===== src/rtl/psram_arbiter.sv =====
// Round-robin arbiter and transaction sequencer that lets two masters share one PSRAM PHY controller.
// A grant is held for a whole burst. Hung bursts are aborted. A minimum idle gap separates transactions.
module psram_arbiter #(
  parameter int ADDR_W   = 24,
  parameter int DATA_W   = 32,
  parameter int LEN_W    = 4,
  parameter int IDLE_GAP = 2,
  parameter int TIMEOUT  = 1024
) (
  input  logic              clk,
  input  logic              reset_n,
  // port 0 (CPU data bus)
  input  logic              r0_cmd_valid,
  output logic              r0_cmd_ready,
  input  logic              r0_cmd_write,
  input  logic [ADDR_W-1:0] r0_cmd_addr,
  input  logic [LEN_W-1:0]  r0_cmd_len,
  input  logic              r0_wdata_valid,
  output logic              r0_wdata_ready,
  input  logic [DATA_W-1:0] r0_wdata,
  output logic              r0_rdata_valid,
  output logic [DATA_W-1:0] r0_rdata,
  output logic              r0_done,
  output logic              r0_err,
  // port 1 (DMA / peripheral master)
  input  logic              r1_cmd_valid,
  output logic              r1_cmd_ready,
  input  logic              r1_cmd_write,
  input  logic [ADDR_W-1:0] r1_cmd_addr,
  input  logic [LEN_W-1:0]  r1_cmd_len,
  input  logic              r1_wdata_valid,
  output logic              r1_wdata_ready,
  input  logic [DATA_W-1:0] r1_wdata,
  output logic              r1_rdata_valid,
  output logic [DATA_W-1:0] r1_rdata,
  output logic              r1_done,
  output logic              r1_err,
  // PHY controller side
  output logic              mem_cmd_valid,
  input  logic              mem_cmd_ready,
  output logic              mem_cmd_write,
  output logic [ADDR_W-1:0] mem_cmd_addr,
  output logic [LEN_W-1:0]  mem_cmd_len,
  output logic              mem_wdata_valid,
  input  logic              mem_wdata_ready,
  output logic [DATA_W-1:0] mem_wdata,
  input  logic              mem_rdata_valid,
  input  logic [DATA_W-1:0] mem_rdata,
  input  logic              mem_done,
  output logic              mem_abort,
  // observability
  output logic [1:0]        dbg_state,
  output logic              dbg_grant
);

  // Valid/ready semantics on every channel: a command or beat transfers on a rising
  // edge where valid and ready are both high. Valid must not wait for ready, and once
  // raised it stays up until the transfer. Read beats and done/err are strobes.

  localparam int CNT_W = (TIMEOUT > 2) ? $clog2(TIMEOUT) : 1;
  localparam int GAP_W = $clog2(IDLE_GAP + 1);
  localparam logic [CNT_W-1:0] TO_TERM  = CNT_W'(TIMEOUT - 1);
  localparam logic [GAP_W-1:0] GAP_LAST = GAP_W'(IDLE_GAP - 1);

  typedef enum logic [1:0] {
    IDLE = 2'd0,
    CMD  = 2'd1,
    DATA = 2'd2,
    GAP  = 2'd3
  } state_t;

  state_t           state;
  logic             grant;
  logic             last_grant;
  logic             next_grant;
  logic [CNT_W-1:0] to_cnt;
  logic [GAP_W-1:0] gap_cnt;
  logic             in_cmd;
  logic             in_data;

  // On a tie the port that was not served last wins. Otherwise the single requester wins.
  always_comb begin
    next_grant = r1_cmd_valid;
    if (r0_cmd_valid && r1_cmd_valid) begin
      next_grant = ~last_grant;
    end
  end

  always_ff @(posedge clk or negedge reset_n) begin
    if (!reset_n) begin
      state      <= IDLE;
      grant      <= 1'b0;
      last_grant <= 1'b1;
      to_cnt     <= '0;
      gap_cnt    <= '0;
      r0_done    <= 1'b0;
      r1_done    <= 1'b0;
      r0_err     <= 1'b0;
      r1_err     <= 1'b0;
      mem_abort  <= 1'b0;
    end else begin
      r0_done   <= 1'b0;
      r1_done   <= 1'b0;
      r0_err    <= 1'b0;
      r1_err    <= 1'b0;
      mem_abort <= 1'b0;
      case (state)
        IDLE: begin
          if (r0_cmd_valid || r1_cmd_valid) begin
            grant      <= next_grant;
            last_grant <= next_grant;
            state      <= CMD;
          end
        end
        CMD: begin
          if (mem_cmd_ready) begin
            to_cnt <= '0;
            state  <= DATA;
          end
        end
        DATA: begin
          // A completion that coincides with the terminal count is a normal completion.
          if (mem_done) begin
            r0_done <= ~grant;
            r1_done <= grant;
            gap_cnt <= '0;
            state   <= GAP;
          end else if (to_cnt == TO_TERM) begin
            r0_done   <= ~grant;
            r1_done   <= grant;
            r0_err    <= ~grant;
            r1_err    <= grant;
            mem_abort <= 1'b1;
            gap_cnt   <= '0;
            state     <= GAP;
          end else begin
            to_cnt <= to_cnt + 1'b1;
          end
        end
        GAP: begin
          if (gap_cnt == GAP_LAST) begin
            state <= IDLE;
          end else begin
            gap_cnt <= gap_cnt + 1'b1;
          end
        end
        default: state <= IDLE;
      endcase
    end
  end

  assign in_cmd  = (state == CMD);
  assign in_data = (state == DATA);

  // Command path is a straight mux of the granted port while in CMD.
  assign mem_cmd_valid = in_cmd;
  assign mem_cmd_write = in_cmd & (grant ? r1_cmd_write : r0_cmd_write);
  assign mem_cmd_addr  = in_cmd ? (grant ? r1_cmd_addr : r0_cmd_addr) : '0;
  assign mem_cmd_len   = in_cmd ? (grant ? r1_cmd_len : r0_cmd_len) : '0;
  assign r0_cmd_ready  = in_cmd & ~grant & mem_cmd_ready;
  assign r1_cmd_ready  = in_cmd & grant & mem_cmd_ready;

  // Zero-latency write and read data paths. They are gated so the idle port sees nothing.
  assign mem_wdata_valid = in_data & (grant ? r1_wdata_valid : r0_wdata_valid);
  assign mem_wdata       = in_data ? (grant ? r1_wdata : r0_wdata) : '0;
  assign r0_wdata_ready  = in_data & ~grant & mem_wdata_ready;
  assign r1_wdata_ready  = in_data & grant & mem_wdata_ready;

  assign r0_rdata_valid = in_data & ~grant & mem_rdata_valid;
  assign r1_rdata_valid = in_data & grant & mem_rdata_valid;
  assign r0_rdata       = (in_data & ~grant) ? mem_rdata : '0;
  assign r1_rdata       = (in_data & grant) ? mem_rdata : '0;

  assign dbg_state = state;
  assign dbg_grant = grant;

endmodule

===== config.mk =====
export PLATFORM = sky130hd
export DESIGN_NAME = psram_arbiter
export DESIGN_NICKNAME = d
export VERILOG_FILES = /design/src/rtl/psram_arbiter.sv
export SDC_FILE = /design/constraint.sdc
export NUM_CORES = 1
export LEC_CHECK = 0
export BUFFER_PORTS_ARGS = -buffer_cell sky130_fd_sc_hd__buf_2
export CELL_PAD_IN_SITES_DETAIL_PLACEMENT = 1
export CELL_PAD_IN_SITES_GLOBAL_PLACEMENT = 1
export CORE_ASPECT_RATIO = 1.25
export CORE_MARGIN = 10
export CORE_UTILIZATION = 22
export CTS_BUF_LIST = sky130_fd_sc_hd__clkbuf_4 sky130_fd_sc_hd__clkbuf_8
export DETAILED_ROUTE_END_ITERATION = 16
export PLACE_DENSITY = 0.86
export SETUP_SLACK_MARGIN = 0.15
export SLEW_MARGIN = 30
export SYNTH_ARGS = -nofsm -noshare
export SYNTH_HDL_FRONTEND = slang
export SYNTH_SLANG_ARGS = --single-unit
export TNS_END_PERCENT = 20

===== constraint.sdc =====
create_clock -name clk -period 2.39 [get_ports clk]
set_clock_uncertainty 0.15 [all_clocks]
set_input_delay 0.3585 -clock clk [delete_from_list [all_inputs] [get_ports clk]]
set_output_delay 0.3585 -clock clk [all_outputs]
set_load 0.02 [all_outputs]

==> impl_metrics.ini, run 1 <==
[outcome]
status = complete, no violations

[global_route]
grt_usage_pct = 18.0
grt_max_degree = 52
grt_pass1_wl_um = 24100
grt-ovfl-total = 0
first_global_vias = 3872
antenna_found_initial = 1

[layout]
finalInstanceArea_um2 = 4820
multi_input_area_um2 = 2050
final_common_cell = buf_2
drive_above_1_share_pct = 55.0
ff_latch_area_um2 = 532
layout_common_cells = 276 x buf_2, 63 x mux2i_1, 47 x nor2_1
utilization_pct = 40.9
syn_to_final_growth_pct = 80.3
fill_cells = 1511
final_nets = 820

[clocking]
cts_buffers = 3
cts_tree = done
cts_sinks = 21
cts.htree.levels = 1
clockBufferDepth = 2
clk_latency_ns = 0.27
cts_root_buf = clkbuf_8
cts.reportedPaths.clkPinSlew_ns = 0.08

[worst_setup_path]
path_cells = inv_2, ha_4, inv_8, nor2_4, buf_6, and2_1, buf_2
required_ns = 1.88
cp_slowest_cell = dfrtp_1
max_stage_delay_ns = 0.42
crit_path_start_kind = flop
end_kind = output pin
setup.worst_path.class = reg2out
worstPathArrival_ns = 1.72
worstPathMaxFanout = 6

[pwr]
seqPwrFrac_pct = 11.3
power.leakage_nw = 2.86
switching_share_pct = 54.0
p_comb_share_pct = 84.0
power_density_nw_per_um2 = 1090
irDropWorstVdd_uv = 362
p_int_mw = 2.42
p_clk_share_pct = 4.7
p_sw_mw = 2.85

[die]
dieArea_um2 = 17000
die_y_um = 143
rows = 44
io_pins = 305
die_w_um = 119
start_util_pct = 22.7
core-area_um2 = 11800

[route]
drt_pass1_iterations = 4
wl_per_cell_um = 22.4
routed-via-count = 3850
remaining_drc_errors = 0
initialDrtViolationCount = 211
routed_wl_um = 18200
viasPerCell = 4.75
antenna_left = 0

[placement]
post-place-ws_ns = 0.297
hpwlAfterDp_um = 14800
gp_congestion = 0.934
placed_area_um2 = 4380
port_buffers = 304

[timing]
setup-tns-final_ns = 0
post-route-period-util_pct = 93.2
whs_ns = 0.141
fin_crit_ns = 2.23
tightest_slew_ns = 0.596
slew_headroom_pct = 59.1
rsz0062_at_grt = yes
hold_viol = 0
setup_violations = 0
finalWorstSetupSlack_ns = 0.162
drv_slew = 0
fmax_mhz = 449

[yosys]
synth-edff-count = 0
yosys_warnings = 0
synth_ff_type = dfrtp_1
synth_cell_types = 45
ys_seq_area_share_pct = 19.7
synth_nets = 515
synthesis.area_um2 = 2670
avgSynthCellArea_um2 = 7.75
async_reset_ff_share_pct = 100
synth_cells = 345
ys_seq_elements = 21

[min_path]
min_path_type = in2reg

[flow_run]
cap_viol_max_count = 0
registers in the layout, indices dropped and copies added (netlist names):
signal,cells
to_cnt,10
dbg_state,2
gap_cnt,2
dbg_grant,1
last_grant,1
mem_abort,1
r0_done,1
r0_err,1
r1_done,1
r1_err,1
metrics by stage:
step	std cells	total power, mW
finish	811	5.27
global route	810	5.61
CTS	802	4.84
detailed placement	794	4.48
global placement	794	4.42
floorplan	345	3.12
critical path: cells and delay by family (launching register included):
kind                       cells  cell delay (ns)
adders and majority gates      1             0.17
and+or+nand+nor                2             0.37
DFF                            1             0.42
buffers and inverters          4             0.49
cell families after synthesis:
| family | Yosys count | share of synthesized area, % |
|---|---|---|
| adders and majority gates | 6 | 2.81 |
| and+or+nand+nor | 183 | 37.2 |
| AOI/OAI and AO/OA | 35 | 10.0 |
| buffers and inverters | 35 | 5.85 |
| muxes | 65 | 24.4 |
| DFF | 21 | 19.7 |
repair_timing:
item | in CTS | in global routing
endpoints found under the hold margin | 20 | 0
endpoints found under the setup margin | 77 | 101
resized for setup | 12 | 74
hold buffers | 1 | 0
gates cloned | 2 | 3
setup buffers | 1 | 5
pin swaps | 0 | 10
cell usage after synthesis, drive strengths merged, types with 2 or more instances:
cell type  number  share of area, %
and4            2              0.66
ha              6               2.8
a31oi           5               1.7
inv             5              0.70
o21ai           7               1.3
buf            10               2.3
nand2          12               1.7
clkbuf         20               2.8
nor3            6               1.1
a32o            2              0.75
a21oi           9               1.7
and2           35               8.2
nand2b          3              0.70
nand3           6               1.1
and3           36               8.4
nor2b          30               7.0
mux2            2              0.84
nor2           48               6.7
dfrtp          20                19
mux2i          63                24
metal layers:
metal	up-vias	global-route usage (%)	routed length, um
li1	1818	-	-
met4	0	2.06	203
met1	1805	20.7	6920
met5	-	0	0
met2	212	32.8	9480
met3	15	5.60	1550
power groups by stage:
stage	Sequential (mW)	Combinational (mW)	Clock, mW
3_3_place_gp	0.605	3.81	0
2_1_floorplan	0.574	2.55	0
6_report	0.597	4.43	0.245
3_5_place_dp	0.611	3.87	0
5_1_grt	0.616	4.72	0.267
4_1_cts	0.606	3.99	0.249
final timing paths:
path | from | end | slack (ns) | cells past startpoint
setup / recovery | dbg_state[0]$_DFFE_PN0P_ | r0_rdata_valid | 0.16 | 7
hold reg to reg | to_cnt[8]$_DFFE_PN0P_ | to_cnt[8]$_DFFE_PN0P_ | 0.36 | 2
min in group asynchronous | reset_n | to_cnt[0]$_DFFE_PN0P_ | 0.45 | 2
max in group asynchronous | reset_n | dbg_grant$_DFFE_PN0P_ | 1.26 | 2
setup reg to reg | to_cnt[6]$_DFFE_PN0P_ | dbg_state[1]$_DFFE_PN0P_ | 0.28 | 4
hold / removal | r0_cmd_valid | last_grant$_DFFE_PN1P_ | 0.14 | 2
layout make-up:
| cell class | instances | area share, % |
|---|---|---|
| clock inverter | 1 | 0.104 |
| multi-input combinational | 289 | 42.6 |
| antenna | 1 | 0.0519 |
| inverter | 5 | 0.545 |
| clock buffer | 3 | 0.857 |
| sequential | 21 | 11.0 |
| tap | 161 | 4.18 |
| timing repair buffer | 330 | 40.6 |
Note: power is estimated with default switching activity, not from simulation.
==> run 2: changes to the inputs <==
--- a/config.mk
+++ b/config.mk
@@ -14,6 +14,7 @@
 export CTS_BUF_LIST = sky130_fd_sc_hd__clkbuf_4 sky130_fd_sc_hd__clkbuf_8
 export DETAILED_ROUTE_END_ITERATION = 16
 export PLACE_DENSITY = 0.86
+export REMOVE_ABC_BUFFERS = 1
 export SETUP_SLACK_MARGIN = 0.15
 export SLEW_MARGIN = 30
 export SYNTH_ARGS = -nofsm -noshare
==> constraint.sdc (replaced) <==
create_clock -name clk -period 2.39 [get_ports clk]
set_clock_uncertainty 0.15 [all_clocks]
set_input_delay 0.3585 -clock clk [delete_from_list [all_inputs] [get_ports clk]]
set_output_delay 0.3585 -clock clk [all_outputs]
set_load 0.01 [all_outputs]
==> run 2 against run 1 <==
Net effect:
- global-route usage decreased by 0.72 points
- sequential power about the same
- cell area decreased by 7.1%
- routed wire length decreased by 8.2%
- highest routed layer unchanged
- die area unchanged
- clock power about the same
- first-iteration DRC count decreased by 18%
==> impl_metrics.ini, run 2 (same netlist as run 1, synthesis figures left out) <==
[outcome]
status = complete, no violations

[worst_setup_path]
worstPathMaxFanout = 17
cp_slowest_cell = dfrtp_1
worstPathArrival_ns = 1.66
r2r_cells = 5
end_kind = output pin
crit_path_start_kind = flop
path_cells = inv_1, ha_2, inv_2, nor2_4, buf_6, and2_1, buf_2
required_ns = 1.88
setup.worst_path.class = reg2out
max_stage_delay_ns = 0.42

[timing]
fmax_mhz = 461
drv_slew = 0
fin_crit_ns = 2.17
finalWorstSetupSlack_ns = 0.223
slew_headroom_pct = 56.6
setup_violations = 0
tightest_slew_ns = 0.633
hold_viol = 0
post-route-period-util_pct = 90.7
rsz0062_at_grt = yes
whs_ns = 0.135

[die]
core-area_um2 = 11800
die_w_um = 119
io_pins = 305
die_y_um = 143
dieArea_um2 = 17000
rows = 44
start_util_pct = 22.7

[layout]
top_register = to_cnt
syn_to_final_growth_pct = 67.5
fill_cells = 1588
multi_input_area_um2 = 2000
largest_register_ffs = 10
layout_common_cells = 304 x buf_2, 63 x mux2i_1, 47 x nor2_1
drive_above_1_share_pct = 52.0
final_common_cell = buf_2
final_nets = 808
finalInstanceArea_um2 = 4480
ff_latch_area_um2 = 531

[global_route]
grt-ovfl-total = 0
antenna_found_initial = 2
first_global_vias = 3721
grt_pass1_wl_um = 23200
grt_max_degree = 39
grt_usage_pct = 17.3

[clocking]
clockBufferDepth = 2
cts.reportedPaths.clkPinSlew_ns = 0.08
clk_latency_ns = 0.27
cts_tree = done
cts_sinks = 21
cts_buffers = 3
cts_root_buf = clkbuf_8
cts.htree.levels = 1

[route]
wl_per_cell_um = 20.8
routed-via-count = 3649
initialDrtViolationCount = 173
remaining_drc_errors = 0
routed_wl_um = 16700
drt_pass1_iterations = 4
antenna_left = 0
viasPerCell = 4.56

[pwr]
p_clk_share_pct = 5.7
power_density_nw_per_um2 = 958
switching_share_pct = 51.3
p_comb_share_pct = 80.4
power.leakage_nw = 2.75
p_int_mw = 2.09
p_sw_mw = 2.20
irDropWorstVdd_uv = 492
seqPwrFrac_pct = 13.8

[min_path]
whs_path_depth = 2
min_path_type = in2reg

[placement]
hpwlAfterDp_um = 14300
post-place-ws_ns = 0.253
gp_congestion = 0.865
port_buffers = 304
placed_area_um2 = 4360

[flow_run]
cap_viol_max_count = 0
[run 2: per-layer routing]
metal  wire, um  global-route usage (%)  vias to the layer above  part of all wire, %
li1           -                       -                     1796                    -
met1       6330                    18.4                     1714                   38
met2       9210                    33.9                      129                   55
met3        968                    3.91                       10                  5.8
met4        160                    3.09                        0                 0.96
met5          0                       0                        -                    0
[run 2: stage by stage]
step                total power [mW]  instances  util (%)  TNS [ns]
finish                          4.29        800      38.0         0
global route                    4.62        798      38.0         0
CTS                             4.25        795      37.6         0
detailed placement              3.98        790      37.0         0
global placement                3.90        790      37.0         0
floorplan                       2.63        315         -   -184.13
[run 2: power groups by stage]
stage	clock network [mW]	registers, mW	logic [mW]
2_1_floorplan	0	0.783	1.84
3_3_place_gp	0	0.594	3.31
3_5_place_dp	0	0.598	3.38
4_1_cts	0.249	0.593	3.41
5_1_grt	0.261	0.613	3.75
6_report	0.245	0.594	3.45
[run 2: final timing paths]
kind / from / endpoint / slack, ns
min in group asynchronous: reset_n / gap_cnt[0]$_DFFE_PN0P_ / 0.43
max in group asynchronous: reset_n / dbg_grant$_DFFE_PN0P_ / 1.29
worst min-delay path: r0_cmd_valid / last_grant$_DFFE_PN1P_ / 0.13
worst max register to register: to_cnt[0]$_DFFE_PN0P_ / dbg_state[1]$_DFFE_PN0P_ / 0.24
worst min register to register: to_cnt[0]$_DFFE_PN0P_ / to_cnt[0]$_DFFE_PN0P_ / 0.35
worst max-delay path: dbg_state[0]$_DFFE_PN0P_ / r0_rdata[24] / 0.22
[run 2: worst max-delay path: cells and delay by family, from the launching register on]
family	cells	cell delay (ns)
adders and majority gates	1	0.20
and+or+nand+nor	2	0.28
DFF	1	0.42
buffers and inverters	4	0.48
[run 2: final cells by class]
type,count,area share [%]
Clock buffer,3,0.922
Multi-Input combinational cell,289,44.7
Timing Repair Buffer,318,37.4
Tap cell,161,4.50
Antenna cell,2,0.112
Sequential cell,21,11.9
Inverter,5,0.419
Clock inverter,1,0.112
[run 2: what timing repair did]
action | in CTS | in global routing
gates resized for setup | 3 | 8
buffers inserted | 0 | 2
endpoints found under the setup margin | 96 | 121
pin swaps | 0 | 1
hold buffers | 1 | 0
cloned | 0 | 1
endpoints found under the hold margin | 20 | 0
==> run 3: changes to the inputs <==
==> constraint.sdc (replaced) <==
create_clock -name clk -period 2.4 [get_ports clk]
set_clock_uncertainty 0.15 [all_clocks]
set_input_delay 0.36 -clock clk [delete_from_list [all_inputs] [get_ports clk]]
set_output_delay 0.36 -clock clk [all_outputs]
set_load 0.01 [all_outputs]
==> run 3 against run 2 <==
Net effect:
- sequential power decreased by 1%
- die area unchanged
- total power up 0.45%
- hold slack improved by 0.011 ns
- register-to-register slack about the same
- cell count is 0.13% higher
- flip-flop and latch count is the same
- critical path type unchanged
- highest routed layer unchanged
==> impl_metrics.ini, run 3 (same netlist as run 1, synthesis figures left out) <==
[outcome]
status = complete, no violations

[clocking]
cts_tree = done
cts_buffers = 3
cts_sinks = 21
cts.reportedPaths.clkPinSlew_ns = 0.08
clockBufferDepth = 2
cts.htree.levels = 1
cts_root_buf = clkbuf_8
clk_latency_ns = 0.26

[flow_run]
cap_viol_max_count = 0

[timing]
drv_slew = 0
slew_headroom_pct = 58.0
tightest_slew_ns = 0.612
post-route-period-util_pct = 91.6
hold_viol = 0
rsz0062_at_grt = yes
fmax_mhz = 455
setup_violations = 0
setup-tns-final_ns = 0
fin_crit_ns = 2.20

[layout]
drive_above_1_share_pct = 51.9
fill_cells = 1604
top_register = to_cnt
layout_common_cells = 304 x buf_2, 63 x mux2i_1, 47 x nor2_1
largest_register_ffs = 10
finalInstanceArea_um2 = 4500
multi_input_area_um2 = 2010
ff_latch_area_um2 = 531
final_nets = 807
final_common_cell = buf_2
syn_to_final_growth_pct = 68.2

[pwr]
power.leakage_nw = 2.75
irDropWorstVdd_uv = 459
finalPower_mw = 4.31
power_density_nw_per_um2 = 958

[route]
drt_pass1_iterations = 6
routed-via-count = 3753
antenna_left = 0
initialDrtViolationCount = 197
routed-wl-met2_um = 9290
dr.max_layer_used = met4
wl_met3_um = 1060
m1WireLength_um = 6300
remaining_drc_errors = 0
viasPerCell = 4.69
routed_wl_um = 16900
wl_per_cell_um = 21.1

[worst_setup_path]
required_ns = 1.89
setup.worst_path.class = reg2out
worstPathMaxFanout = 17
crit_path_start_kind = flop
worstPathArrival_ns = 1.69
r2r_cells = 5
r2r_slack_ns = 0.23
end_kind = output pin

[die]
io_pins = 305
start_util_pct = 22.7
die_y_um = 143
rows = 44
die_w_um = 119
dieArea_um2 = 17000
core-area_um2 = 11800

[global_route]
grt_pass1_wl_um = 23400
first_global_vias = 3679
grt_usage_pct = 17.3
grt-ovfl-total = 0
antenna_found_initial = 3
grt_max_degree = 39

[placement]
hpwlAfterDp_um = 14400
port_buffers = 304
placed_area_um2 = 4360
gp_congestion = 0.873

[min_path]
min_path_type = in2reg
whs_path_depth = 2
-- run 3: cell count changes in the layout (fill, tap and decap cells not counted) --
cell,previous run,this run
diode_2,2,4
buf_6,3,0
buf_8,1,4
ha_4,0,1
buf_4,7,6
ha_2,2,1
-- run 3: worst paths after layout --
kind	from	endpoint
min in group asynchronous	reset_n	to_cnt[3]$_DFFE_PN0P_
max	dbg_state[0]$_DFFE_PN0P_	r0_rdata[19]
max reg2reg	to_cnt[0]$_DFFE_PN0P_	dbg_state[1]$_DFFE_PN0P_
min	r0_cmd_valid	last_grant$_DFFE_PN1P_
max in group asynchronous	reset_n	dbg_grant$_DFFE_PN0P_
min reg2reg	to_cnt[8]$_DFFE_PN0P_	to_cnt[8]$_DFFE_PN0P_
-- run 3: power breakdown --
| part | switching, mW | internal (mW) |
|---|---|---|
| combinational | 1.95 | 1.53 |
| sequential | 0.129 | 0.458 |
| clock | 0.126 | 0.116 |
| total | 2.21 | 2.10 |
-- run 3: worst max-delay path, cell delays in order, from the launching register on --
cell and delay (ns):
dfrtp_1 0.40, inv_1 0.09, ha_2 0.20, inv_2 0.09, nor2_4 0.19, buf_8 0.17
and2_1 0.15, buf_2 0.13
-- run 3: repair_timing --
action,4_1_cts,5_1_grt
endpoints found under the hold margin,20,0
hold buffers,1,0
buffers inserted,0,1
resized for setup,4,11
setup endpoints to repair,96,93
gates cloned,0,1
-- run 3: per-stage QoR --
stage	worst slack (ns)	utilization, %	hold WS, ns	std cells
after floorplan	-2.00	-	-0.0856	315
after global placement	0.332	37.0	0.204	790
after detailed placement	0.264	37.0	0.201	790
after CTS	0.140	37.6	0.148	795
after global routing	0.106	38.1	0.163	798
final	0.201	38.2	0.146	801
-- run 3: per-layer routing --
layer | vias up | global-route usage [%]
met5 | - | 0
met4 | 0 | 2.96
met3 | 16 | 4.18
met2 | 156 | 33.6
met1 | 1792 | 18.6
li1 | 1789 | -
-- run 3: cell type report --
class                   count  share of cell area [%]
diodes                      4                   0.223
well taps                 161                    4.48
flip-flops and latches     21                    11.8
clock buffers               3                   0.918
inverters                   5                   0.417
clock inverters             1                   0.111
repair buffers            317                    37.3
multi-input cells         289                    44.8
